**config.mk**
```make
export PLATFORM = sky130hd
export DESIGN_NAME = aibnd_red_clkmux_ctl_flat
export DESIGN_NICKNAME = d
export VERILOG_FILES = /design/src/rtl/aibnd_red_clkmux_pkg.sv /design/src/rtl/aibnd_red_clkmux_ctl_if.sv /design/src/rtl/aibnd_red_dwell_cnt.sv /design/src/rtl/aibnd_red_clkmux_ctl.sv /design/src/flat_wrapper.sv
export SDC_FILE = /design/constraint.sdc
export NUM_CORES = 1
export LEC_CHECK = 0
export ABC_AREA = 1
export CAP_MARGIN = 20
export CORE_MARGIN = 2
export CORE_UTILIZATION = 54
export CTS_CLUSTER_SIZE = 30
export DETAILED_ROUTE_END_ITERATION = 10
export PLACE_DENSITY = 0.79
export SKIP_CTS_REPAIR_TIMING = 1
export SLEW_MARGIN = 20
export SYNTH_ARGS = -nofsm -noshare
export SYNTH_HDL_FRONTEND = slang
export SYNTH_SLANG_ARGS = --single-unit
```
**constraint.sdc**
```tcl
create_clock -name clk -period 2.9 [get_ports clk]
set_input_delay 0.87 -clock clk [delete_from_list [all_inputs] [get_ports clk]]
set_output_delay 0.87 -clock clk [all_outputs]
set_load 0.01 [all_outputs]
```
**src/rtl/aibnd_red_clkmux_pkg.sv**
```systemverilog
// aibnd_red_clkmux_pkg -- shared types, select codes and helpers for the redundancy clock-mux controller.
// Rev 1.0
`default_nettype none

package aibnd_red_clkmux_pkg;

    typedef enum logic [2:0] {
        ST_INIT   = 3'd0,
        ST_IDLE   = 3'd1,
        ST_GATE   = 3'd2,
        ST_SWITCH = 3'd3,
        ST_SETTLE = 3'd4
    } state_e;

    localparam logic [1:0] SEL_NONE = 2'd0;
    localparam logic [1:0] SEL_CLK1 = 2'd1;
    localparam logic [1:0] SEL_CLK2 = 2'd2;
    localparam logic [1:0] SEL_CLK3 = 2'd3;

    // Returns {s3,s2,s1}; an illegal code falls back to clk1 so the mux never sees 3'b000.
    function automatic logic [2:0] sel2onehot(input logic [1:0] sel);
        logic [2:0] oh;
        case (sel)
            SEL_CLK2: oh = 3'b010;
            SEL_CLK3: oh = 3'b100;
            default:  oh = 3'b001;
        endcase
        return oh;
    endfunction

endpackage

`default_nettype wire

```
**src/rtl/aibnd_red_clkmux_ctl_if.sv**
```systemverilog
// aibnd_red_clkmux_ctl_if -- request/status bundle between a requester and the clock-mux sequencer.
// Rev 1.0
`default_nettype none

interface aibnd_red_clkmux_ctl_if;
    import aibnd_red_clkmux_pkg::*;

    logic       req_vld;
    logic [1:0] sel_req;
    logic       req_rdy;
    logic       done;
    logic       s1;
    logic       s2;
    logic       s3;
    logic       clk_en;
    logic [1:0] cur_sel;
    logic       busy;
    logic       err_illegal;
    logic       err_clr;

    modport master (
        output req_vld, sel_req, err_clr,
        input  req_rdy, done, s1, s2, s3, clk_en, cur_sel, busy, err_illegal
    );

    modport slave (
        input  req_vld, sel_req, err_clr,
        output req_rdy, done, s1, s2, s3, clk_en, cur_sel, busy, err_illegal
    );

endinterface

`default_nettype wire

```
**src/rtl/aibnd_red_dwell_cnt.sv**
```systemverilog
// aibnd_red_dwell_cnt -- loadable down-counter that saturates at zero and flags it.
// Rev 1.0
`default_nettype none

module aibnd_red_dwell_cnt #(
    parameter int               WIDTH   = 4,
    parameter logic [WIDTH-1:0] RST_VAL = '0
) (
    input  logic             clk,
    input  logic             reset,
    input  logic             load_i,
    input  logic [WIDTH-1:0] load_val_i,
    input  logic             dec_i,
    output logic             zero_o
);

    logic [WIDTH-1:0] cnt_q;

    always_ff @(posedge clk or posedge reset) begin
        if (reset) begin
            cnt_q <= RST_VAL;
        end else if (load_i) begin
            cnt_q <= load_val_i;
        end else if (dec_i && (cnt_q != '0)) begin
            cnt_q <= cnt_q - WIDTH'(1);
        end
    end

    assign zero_o = (cnt_q == '0);

endmodule

`default_nettype wire

```
**src/rtl/aibnd_red_clkmux_ctl.sv**
```systemverilog
// aibnd_red_clkmux_ctl -- gate / switch / settle sequencer for the 3:1 redundancy clock mux selects.
// Rev 1.0
`default_nettype none

module aibnd_red_clkmux_ctl
    import aibnd_red_clkmux_pkg::*;
#(
    parameter int         GATE_CYC   = 4,
    parameter int         SETTLE_CYC = 8,
    parameter logic [1:0] DEF_SEL    = 2'd1
) (
    input  logic                          clk,
    input  logic                          reset,
    aibnd_red_clkmux_ctl_if.slave         ctl_if
);

    localparam int MAX_CYC = (GATE_CYC > SETTLE_CYC) ? GATE_CYC : SETTLE_CYC;
    localparam int CW      = $clog2(MAX_CYC + 1);

    localparam logic [CW-1:0] GATE_LD   = CW'(GATE_CYC - 1);
    localparam logic [CW-1:0] SETTLE_LD = CW'(SETTLE_CYC - 1);
    localparam logic [2:0]    OH_RST    = sel2onehot(DEF_SEL);

    localparam logic [2:0] S_INIT   = 3'(ST_INIT);
    localparam logic [2:0] S_IDLE   = 3'(ST_IDLE);
    localparam logic [2:0] S_GATE   = 3'(ST_GATE);
    localparam logic [2:0] S_SWITCH = 3'(ST_SWITCH);
    localparam logic [2:0] S_SETTLE = 3'(ST_SETTLE);

    logic [2:0] state_q,  state_d;
    logic [1:0] sel_q,    sel_d;
    logic [2:0] onehot_q, onehot_d;
    logic [1:0] tgt_q,    tgt_d;
    logic       clk_en_q, clk_en_d;
    logic       rdy_q,    rdy_d;
    logic       busy_q,   busy_d;
    logic       done_q,   done_d;
    logic       err_q,    err_d;

    logic          cnt_load;
    logic [CW-1:0] cnt_val;
    logic          cnt_dec;
    logic          cnt_zero;
    logic          accept;

    aibnd_red_dwell_cnt #(
        .WIDTH   (CW),
        .RST_VAL (SETTLE_LD)
    ) u_dwell (
        .clk        (clk),
        .reset      (reset),
        .load_i     (cnt_load),
        .load_val_i (cnt_val),
        .dec_i      (cnt_dec),
        .zero_o     (cnt_zero)
    );

    assign accept = ctl_if.req_vld && rdy_q;

    always_comb begin
        state_d  = state_q;
        sel_d    = sel_q;
        onehot_d = onehot_q;
        tgt_d    = tgt_q;
        clk_en_d = clk_en_q;
        rdy_d    = rdy_q;
        busy_d   = busy_q;
        done_d   = 1'b0;
        err_d    = ctl_if.err_clr ? 1'b0 : err_q;
        cnt_load = 1'b0;
        cnt_val  = '0;
        cnt_dec  = 1'b0;

        case (state_q)
            S_INIT: begin
                if (cnt_zero) begin
                    state_d  = S_IDLE;
                    clk_en_d = 1'b1;
                    rdy_d    = 1'b1;
                    busy_d   = 1'b0;
                end else begin
                    cnt_dec = 1'b1;
                end
            end
            S_IDLE: begin
                if (accept) begin
                    if (ctl_if.sel_req == SEL_NONE) begin
                        // An illegal accept overrides a simultaneous clear.
                        err_d  = 1'b1;
                        done_d = 1'b1;
                    end else if (ctl_if.sel_req == sel_q) begin
                        done_d = 1'b1;
                    end else begin
                        tgt_d    = ctl_if.sel_req;
                        state_d  = S_GATE;
                        clk_en_d = 1'b0;
                        rdy_d    = 1'b0;
                        busy_d   = 1'b1;
                        cnt_load = 1'b1;
                        cnt_val  = GATE_LD;
                    end
                end
            end
            S_GATE: begin
                if (cnt_zero) begin
                    state_d  = S_SWITCH;
                    sel_d    = tgt_q;
                    onehot_d = sel2onehot(tgt_q);
                end else begin
                    cnt_dec = 1'b1;
                end
            end
            S_SWITCH: begin
                state_d  = S_SETTLE;
                cnt_load = 1'b1;
                cnt_val  = SETTLE_LD;
            end
            S_SETTLE: begin
                if (cnt_zero) begin
                    state_d  = S_IDLE;
                    clk_en_d = 1'b1;
                    rdy_d    = 1'b1;
                    busy_d   = 1'b0;
                    done_d   = 1'b1;
                end else begin
                    cnt_dec = 1'b1;
                end
            end
            default: begin
                // Unreachable encodings re-run the post-reset settle with the clock gated.
                state_d  = S_INIT;
                clk_en_d = 1'b0;
                rdy_d    = 1'b0;
                busy_d   = 1'b1;
                cnt_load = 1'b1;
                cnt_val  = SETTLE_LD;
            end
        endcase
    end

    always_ff @(posedge clk or posedge reset) begin
        if (reset) begin
            state_q  <= S_INIT;
            sel_q    <= DEF_SEL;
            onehot_q <= OH_RST;
            tgt_q    <= DEF_SEL;
            clk_en_q <= 1'b0;
            rdy_q    <= 1'b0;
            busy_q   <= 1'b1;
            done_q   <= 1'b0;
            err_q    <= 1'b0;
        end else begin
            state_q  <= state_d;
            sel_q    <= sel_d;
            onehot_q <= onehot_d;
            tgt_q    <= tgt_d;
            clk_en_q <= clk_en_d;
            rdy_q    <= rdy_d;
            busy_q   <= busy_d;
            done_q   <= done_d;
            err_q    <= err_d;
        end
    end

    assign ctl_if.s1          = onehot_q[0];
    assign ctl_if.s2          = onehot_q[1];
    assign ctl_if.s3          = onehot_q[2];
    assign ctl_if.cur_sel     = sel_q;
    assign ctl_if.clk_en      = clk_en_q;
    assign ctl_if.req_rdy     = rdy_q;
    assign ctl_if.busy        = busy_q;
    assign ctl_if.done        = done_q;
    assign ctl_if.err_illegal = err_q;

endmodule

`default_nettype wire

```
**src/flat_wrapper.sv**
```systemverilog
// flat-port wrapper written by rule: the top's interface ports become plain ports
module aibnd_red_clkmux_ctl_flat import aibnd_red_clkmux_pkg::*;
#(
    parameter int         GATE_CYC   = 4,
    parameter int         SETTLE_CYC = 8,
    parameter logic [1:0] DEF_SEL    = 2'd1
)
  (clk, reset, ctl_if_req_vld, ctl_if_sel_req, ctl_if_err_clr, ctl_if_req_rdy, ctl_if_done, ctl_if_s1, ctl_if_s2, ctl_if_s3, ctl_if_clk_en, ctl_if_cur_sel, ctl_if_busy, ctl_if_err_illegal);
  aibnd_red_clkmux_ctl_if ctl_if_i ();
  input  logic clk;
  input  logic reset;
  input wire logic [$bits(ctl_if_i.req_vld)-1:0] ctl_if_req_vld;
  input wire logic [$bits(ctl_if_i.sel_req)-1:0] ctl_if_sel_req;
  input wire logic [$bits(ctl_if_i.err_clr)-1:0] ctl_if_err_clr;
  output wire logic [$bits(ctl_if_i.req_rdy)-1:0] ctl_if_req_rdy;
  output wire logic [$bits(ctl_if_i.done)-1:0] ctl_if_done;
  output wire logic [$bits(ctl_if_i.s1)-1:0] ctl_if_s1;
  output wire logic [$bits(ctl_if_i.s2)-1:0] ctl_if_s2;
  output wire logic [$bits(ctl_if_i.s3)-1:0] ctl_if_s3;
  output wire logic [$bits(ctl_if_i.clk_en)-1:0] ctl_if_clk_en;
  output wire logic [$bits(ctl_if_i.cur_sel)-1:0] ctl_if_cur_sel;
  output wire logic [$bits(ctl_if_i.busy)-1:0] ctl_if_busy;
  output wire logic [$bits(ctl_if_i.err_illegal)-1:0] ctl_if_err_illegal;
  assign ctl_if_i.req_vld = ctl_if_req_vld;
  assign ctl_if_i.sel_req = ctl_if_sel_req;
  assign ctl_if_i.err_clr = ctl_if_err_clr;
  assign ctl_if_req_rdy = ctl_if_i.req_rdy;
  assign ctl_if_done = ctl_if_i.done;
  assign ctl_if_s1 = ctl_if_i.s1;
  assign ctl_if_s2 = ctl_if_i.s2;
  assign ctl_if_s3 = ctl_if_i.s3;
  assign ctl_if_clk_en = ctl_if_i.clk_en;
  assign ctl_if_cur_sel = ctl_if_i.cur_sel;
  assign ctl_if_busy = ctl_if_i.busy;
  assign ctl_if_err_illegal = ctl_if_i.err_illegal;
  aibnd_red_clkmux_ctl #(.GATE_CYC(GATE_CYC), .SETTLE_CYC(SETTLE_CYC), .DEF_SEL(DEF_SEL)) u_core (.clk(clk), .reset(reset), .ctl_if(ctl_if_i));
endmodule
```
==> results of run 1 <==
-- registers in the layout (all words and copies together) (netlist names) --
name                       count
u_core.ctl_if.busy             1
u_core.ctl_if.clk_en           1
u_core.ctl_if.cur_sel          2
u_core.ctl_if.done             1
u_core.ctl_if.err_illegal      1
u_core.onehot_q                3
u_core.state_q                 3
u_core.tgt_q                   2
u_core.u_dwell.cnt_q           4
-- synth_stat cells --
cell type	number	area, um^2
nand2_1	39	146
inv_1	15	56.3
dfrtp_1	11	275
nand3_1	8	40.0
dfstp_2	7	184
nor2_1	5	18.8
o21ai_0	5	25.0
nand4_1	3	18.8
nand2_2	2	12.5
nor2_2	2	12.5
a21oi_1	1	5.00
and3_1	1	6.26
buf_4	1	7.51
ha_1	1	12.5
inv_2	1	3.75
nand2_4	1	11.3
nand3b_4	1	20.0
nor2_4	1	11.3
nor3_1	1	5.00
nor3_2	1	10.0
o2111ai_1	1	8.76
o21a_1	1	7.51
o31ai_1	1	7.51
xor2_1	1	8.76
-- worst max-delay path by stage --
stage                                         start                                   to  slack [ps]  depth (start not counted)
2_1_floorplan                     ctl_if_sel_req[0]  u_core.u_dwell.cnt_q[2]$_DFFE_PP1P_        1320                          9
3_3_place_gp                      ctl_if_sel_req[0]  u_core.u_dwell.cnt_q[2]$_DFFE_PP1P_         750                         10
3_5_place_dp                      ctl_if_sel_req[0]  u_core.u_dwell.cnt_q[2]$_DFFE_PP1P_         730                         10
4_1_cts        u_core.ctl_if.cur_sel[0]$_DFFE_PP1P_                    ctl_if_cur_sel[0]         620                          1
5_1_grt        u_core.ctl_if.cur_sel[0]$_DFFE_PP1P_                    ctl_if_cur_sel[0]         590                          1
6_report       u_core.ctl_if.cur_sel[0]$_DFFE_PP1P_                    ctl_if_cur_sel[0]         630                          1
-- layout by cell type, fill, tap and decap left out, types with 2 or more instances in the layout --
cell              n
nand2_1          39
clkbuf_4          3
nand4_1           3
nand3_1           8
nor2_2            2
nor2_1            5
o21ai_0           5
clkdlybuf4s50_1  15
inv_1            15
dfstp_2           7
nand2_2           2
dfrtp_1          11
-- cell families after synthesis --
kind of cell,synth area share
AO/OA/AOI/OAI,0.0588
flip-flops,0.502
XOR/XNOR,0.00958
buffers and inverters,0.0739
adder cells (fa/ha/maj),0.0137
AND/OR/NAND/NOR,0.342
-- cell type report --
cell class,instances,share of cell area
multi-input cells,76,0.348
clock buffers,4,0.0326
flip-flops and latches,18,0.412
inverters,16,0.0539
repair buffers,15,0.135
well taps,16,0.0180
-- power groups by stage --
stage	combinational, mW	sequential (mW)	clock, mW
2_1_floorplan	0.351	0.467	0
3_3_place_gp	0.515	0.456	0
3_5_place_dp	0.524	0.459	0
4_1_cts	0.538	0.454	0.155
5_1_grt	0.608	0.468	0.165
6_report	0.534	0.455	0.155
-- per-stage QoR --
| step | worst slack (ps) | cells | instance area (um^2) | utilization | power [mW] |
|---|---|---|---|---|---|
| after global routing | 594 | 145 | 1110 | 0.722 | 1.24 |
| after detailed placement | 734 | 141 | 1080 | 0.699 | 0.983 |
| after CTS | 622 | 145 | 1110 | 0.722 | 1.15 |
| after floorplan | 1320 | 111 | 915 | - | 0.819 |
| after global placement | 752 | 141 | 1080 | 0.699 | 0.970 |
| final | 629 | 145 | 1110 | 0.722 | 1.14 |
-- routing by layer --
layer  part of all wire  global-route usage
met3              0.044              0.0240
met2               0.49               0.334
met1               0.45               0.240
met4              0.022              0.0882
met5                  0                   0
==> results.toml, run 1 <==
[worst_setup_path]
crit_chain = "clkdlybuf4s50_1"
crit_path_end_kind = "output port"
slowest_stage = "dfstp_2"
reg2reg_depth = 9
r2r_end = "u_core.ctl_if.busy$_DFFE_PP1P_"
cp.arrival_ps = 1400
cp_max_fo = 4
rrSetupSlack_ps = 1370
r2r_start = "u_core.u_dwell.cnt_q[0]$_DFFE_PP1P_"
critPathKind = "reg -> out"
cp_slowest_stage_delay_ps = 570
worst_ep_required_time_ps = 2030
cp-start-kind = "flip-flop"
cp_top_family = "flip-flops"
worst-path-buf-inv = 1

[sta]
hold_violations = 0
report.final.slew_viol_count = 0
hold_ws_ps = 492
skew_ps = 7.53
tightest_slew_ps = 641
setup_viol = 0
rsz0062_at_grt = "no"
min_period_ps = 2270
setup-tns-final_ps = 0
max_freq_mhz = 440
slew_headroom = 0.572
fin_crit_sh = 0.783

[finish]
antenna_cells = 0
area_growth_pct = 21.8
multiInputGateArea_um2 = 388
n_fill_cell = 120
finalNetCount = 137
register_area_um2 = 459
drive_above_1_share = 0.155

[yosys]
synth_seq_area_share = 0.502
synth_nets = 118
synth_warnings = 0
synth_cell_types = 24
syn_area_per_cell_um2 = 8.24
synthCells = 111
netlist_area_um2 = 915
yosys_register_bits = 18

[placement]
dpl.hpwl_um = 1190
portBuffers = 15
gp_congestion = 0.879

[global_route]
grtUsageTotal = 0.194
grt_pass1_vias = 706
grt_start_max_net_pins = 19
grt_overflow = 0
grt_antenna_before_repair = 0
grt_pass1_wl_um = 2820

[route]
vias = 759
drtAntennaViolNets = 0
drc = 0
drt_iter0_drc = 15
finalWirelength_um = 1630
vias_per_cell = 5.23
drt_pre_antenna_iters = 4
wire_per_inst_um = 11.2

[power]
p_switching_mw = 0.455
combPwrFrac = 0.467
swShare = 0.398
ir_drop_uv = 659
p_int_mw = 0.688
p_leak_nw = 0.563
p_clk_frac = 0.135
seqPwrFrac = 0.398
pwr_density_cell_nw_per_um2 = 1030

[hold_path]
min_delay_path_depth = 2
min_path_type = "reg -> reg"
holdPathEnd = "u_core.ctl_if.cur_sel[0]$_DFFE_PP1P_"
min_from = "u_core.ctl_if.cur_sel[0]$_DFFE_PP1P_"

[die]
chipWidth_um = 45.2
initial_utilization = 0.593
coreArea_um2 = 1540
ios = 16
rows = 14
die_height_um = 45.2
die_area_um2 = 2040

[outcome]
outcome = "finished, final reports clean"

[clocking]
cts-root-buf = "clkbuf_4"
h-tree-depth = 1
cts_tree = "yes"
cts_made_buffers = 3
cts_buffer_depth = 2
cts.sinks = 18
clk_pin_slew_ps = 100
clk_latency_ps = 300

[run]
drv_cap = 0
Note: power is estimated with default switching activity, not from simulation.
==> run 2: changes to the inputs <==
CORE_UTILIZATION = 50   (was 54)
PLACE_DENSITY = 0.74   (was 0.79)
clock period = 2.2 ns   (was 2.9 ns; I/O delays follow)
==> run 2 against run 1 <==
  * Die area increased by 7.3%
  * Count of clock-buffer cells in the layout unchanged
  * Core utilization decreased by 6.7 points
  * Flip-flop and latch count unchanged
  * Register-to-register slack got worse by 760 ps
  * Power increased by 31%
  * Critical path type unchanged
==> results.toml, run 2 (synthesis results as in run 1) <==
[worst_setup_path]
crit_path_end_kind = "output port"
cp.arrival_ps = 1390
cp_top_family = "flip-flops"
critPathKind = "reg -> out"
cp.depth = 1
cp_max_fo = 4
slowest_stage = "dfstp_2"
worst-path-buf-inv = 1
crit_chain = "clkdlybuf4s50_1"
reg2reg_depth = 6
cp_slowest_stage_delay_ps = 560
cp-start-kind = "flip-flop"
worst_ep_required_time_ps = 1540

[sta]
report.final.slew_viol_count = 0
tightest_slew_ps = 264
setup-tns-final_ps = 0
fin_crit_sh = 0.933
setup_viol = 0
min_period_ps = 2050
skew_ps = 3.37
hold_violations = 0
slew_headroom = 0.822
max_freq_mhz = 487
rsz0062_at_grt = "no"

[clocking]
cts.sinks = 18
cts_tree = "yes"
clk_latency_ps = 300
clk_pin_slew_ps = 100
h-tree-depth = 1
cts_buffer_depth = 2
cts-root-buf = "clkbuf_4"
cts_made_buffers = 3

[global_route]
met2_usage = 0.258
grtUsageTotal = 0.181
grt_overflow = 0
met3_usage = 0.0385
grt_antenna_before_repair = 0
grt_pass1_vias = 664
grt_busiest_layer = "met2"
use_met1 = 0.241
grt_start_max_net_pins = 19
grt_pass1_wl_um = 2720

[placement]
portBuffers = 15
dpl.hpwl_um = 1240
gp_congestion = 0.829

[finish]
layout_commonest_cell = "nand2_1"
final_core_util = 0.656
final_cell_mix = "nand2_1 (39), inv_1 (15), clkdlybuf4s50_1 (15), dfrtp_1 (11), nand3_1 (8)"
finalNetCount = 138
drive_above_1_share = 0.162
n_fill_cell = 156
largest_register_ffs = 4
largest_register = "u_core.u_dwell.cnt_q"
antenna_cells = 0
area_growth_pct = 23.8
reg.largest.list = "u_core.u_dwell.cnt_q: 4 flops, u_core.onehot_q: 3 flops, u_core.state_q: 3 flops"

[route]
drtAntennaViolNets = 0
drt_iter0_drc = 19
drt_pre_antenna_iters = 4
wire_per_inst_um = 10.6
finalWirelength_um = 1640
vias_per_cell = 4.89
vias = 758
drc = 0

[power]
pwr_density_cell_nw_per_um2 = 1330
p_leak_nw = 0.568
ir_drop_uv = 696

[die]
die_height_um = 46.8
ios = 16
die_area_um2 = 2190
chipWidth_um = 46.8
coreArea_um2 = 1730
rows = 15
initial_utilization = 0.530

[run]
drv_cap = 0

[hold_path]
min_path_type = "reg -> reg"
min_delay_path_depth = 2

[outcome]
outcome = "finished, final reports clean"
==> run 2: cell count changes in the layout (fill, tap and decap cells not counted), sizes merged <==
cell	before	now
buf	0	1
==> run 2: per-stage QoR <==
| stage | instance area (um^2) | hold WS [ps] | cells | power (mW) | setup WS, ps |
|---|---|---|---|---|---|
| floorplan | 915 | 459 | 111 | 1.08 | 807 |
| finish | 1130 | 484 | 155 | 1.50 | 147 |
| global route | 1130 | 524 | 155 | 1.63 | 99.3 |
| global placement | 1100 | 457 | 151 | 1.28 | 261 |
| detailed placement | 1100 | 473 | 151 | 1.30 | 235 |
| CTS | 1130 | 488 | 155 | 1.51 | 132 |
==> run 2: worst paths after layout <==
| kind | start | endpoint | slack, ps |
|---|---|---|---|
| setup / recovery | u_core.ctl_if.cur_sel[0]$_DFFE_PP1P_ | ctl_if_cur_sel[0] | 150 |
| hold / removal | u_core.ctl_if.cur_sel[0]$_DFFE_PP1P_ | u_core.ctl_if.cur_sel[0]$_DFFE_PP1P_ | 480 |
| setup reg to reg | u_core.u_dwell.cnt_q[0]$_DFFE_PP1P_ | u_core.u_dwell.cnt_q[3]$_DFFE_PP0P_ | 610 |
| hold reg to reg | u_core.ctl_if.cur_sel[0]$_DFFE_PP1P_ | u_core.ctl_if.cur_sel[0]$_DFFE_PP1P_ | 480 |
| max in group asynchronous | reset | u_core.u_dwell.cnt_q[2]$_DFFE_PP1P_ | 1270 |
| min in group asynchronous | reset | u_core.state_q[2]$_DFFE_PP0P_ | 680 |
==> run 2: power by group <==
| part | total, mW | switching [mW] | internal, mW | leakage, nW |
|---|---|---|---|---|
| Clock | 0.206 | 0.105 | 0.101 | 0.0210 |
| Combinational | 0.695 | 0.391 | 0.304 | 0.328 |
| Sequential | 0.600 | 0.0971 | 0.503 | 0.219 |
| Total | 1.50 | 0.593 | 0.908 | 0.568 |
==> run 2: cell type report <==
cell class                 instances  area [um^2]  share of cell area
sequential                        18          459               0.406
multi-input combinational         76          388               0.343
timing repair buffer              16          158               0.139
inverter                          16         60.1              0.0530
clock buffer                       4         36.3              0.0320
tap                               25         31.3              0.0276
==> run 2: worst min-delay path: stages, from the launching register on <==
cell	delay (ps)
dfstp_2	390
nand2_1	60
nand2_1	40
==> run 2: layer usage <==
| layer | vias to the layer above | share of wire |
|---|---|---|
| li1 | 389 | - |
| met1 | 351 | 0.48 |
| met2 | 13 | 0.46 |
| met3 | 5 | 0.032 |
| met4 | 0 | 0.027 |
| met5 | - | 0 |
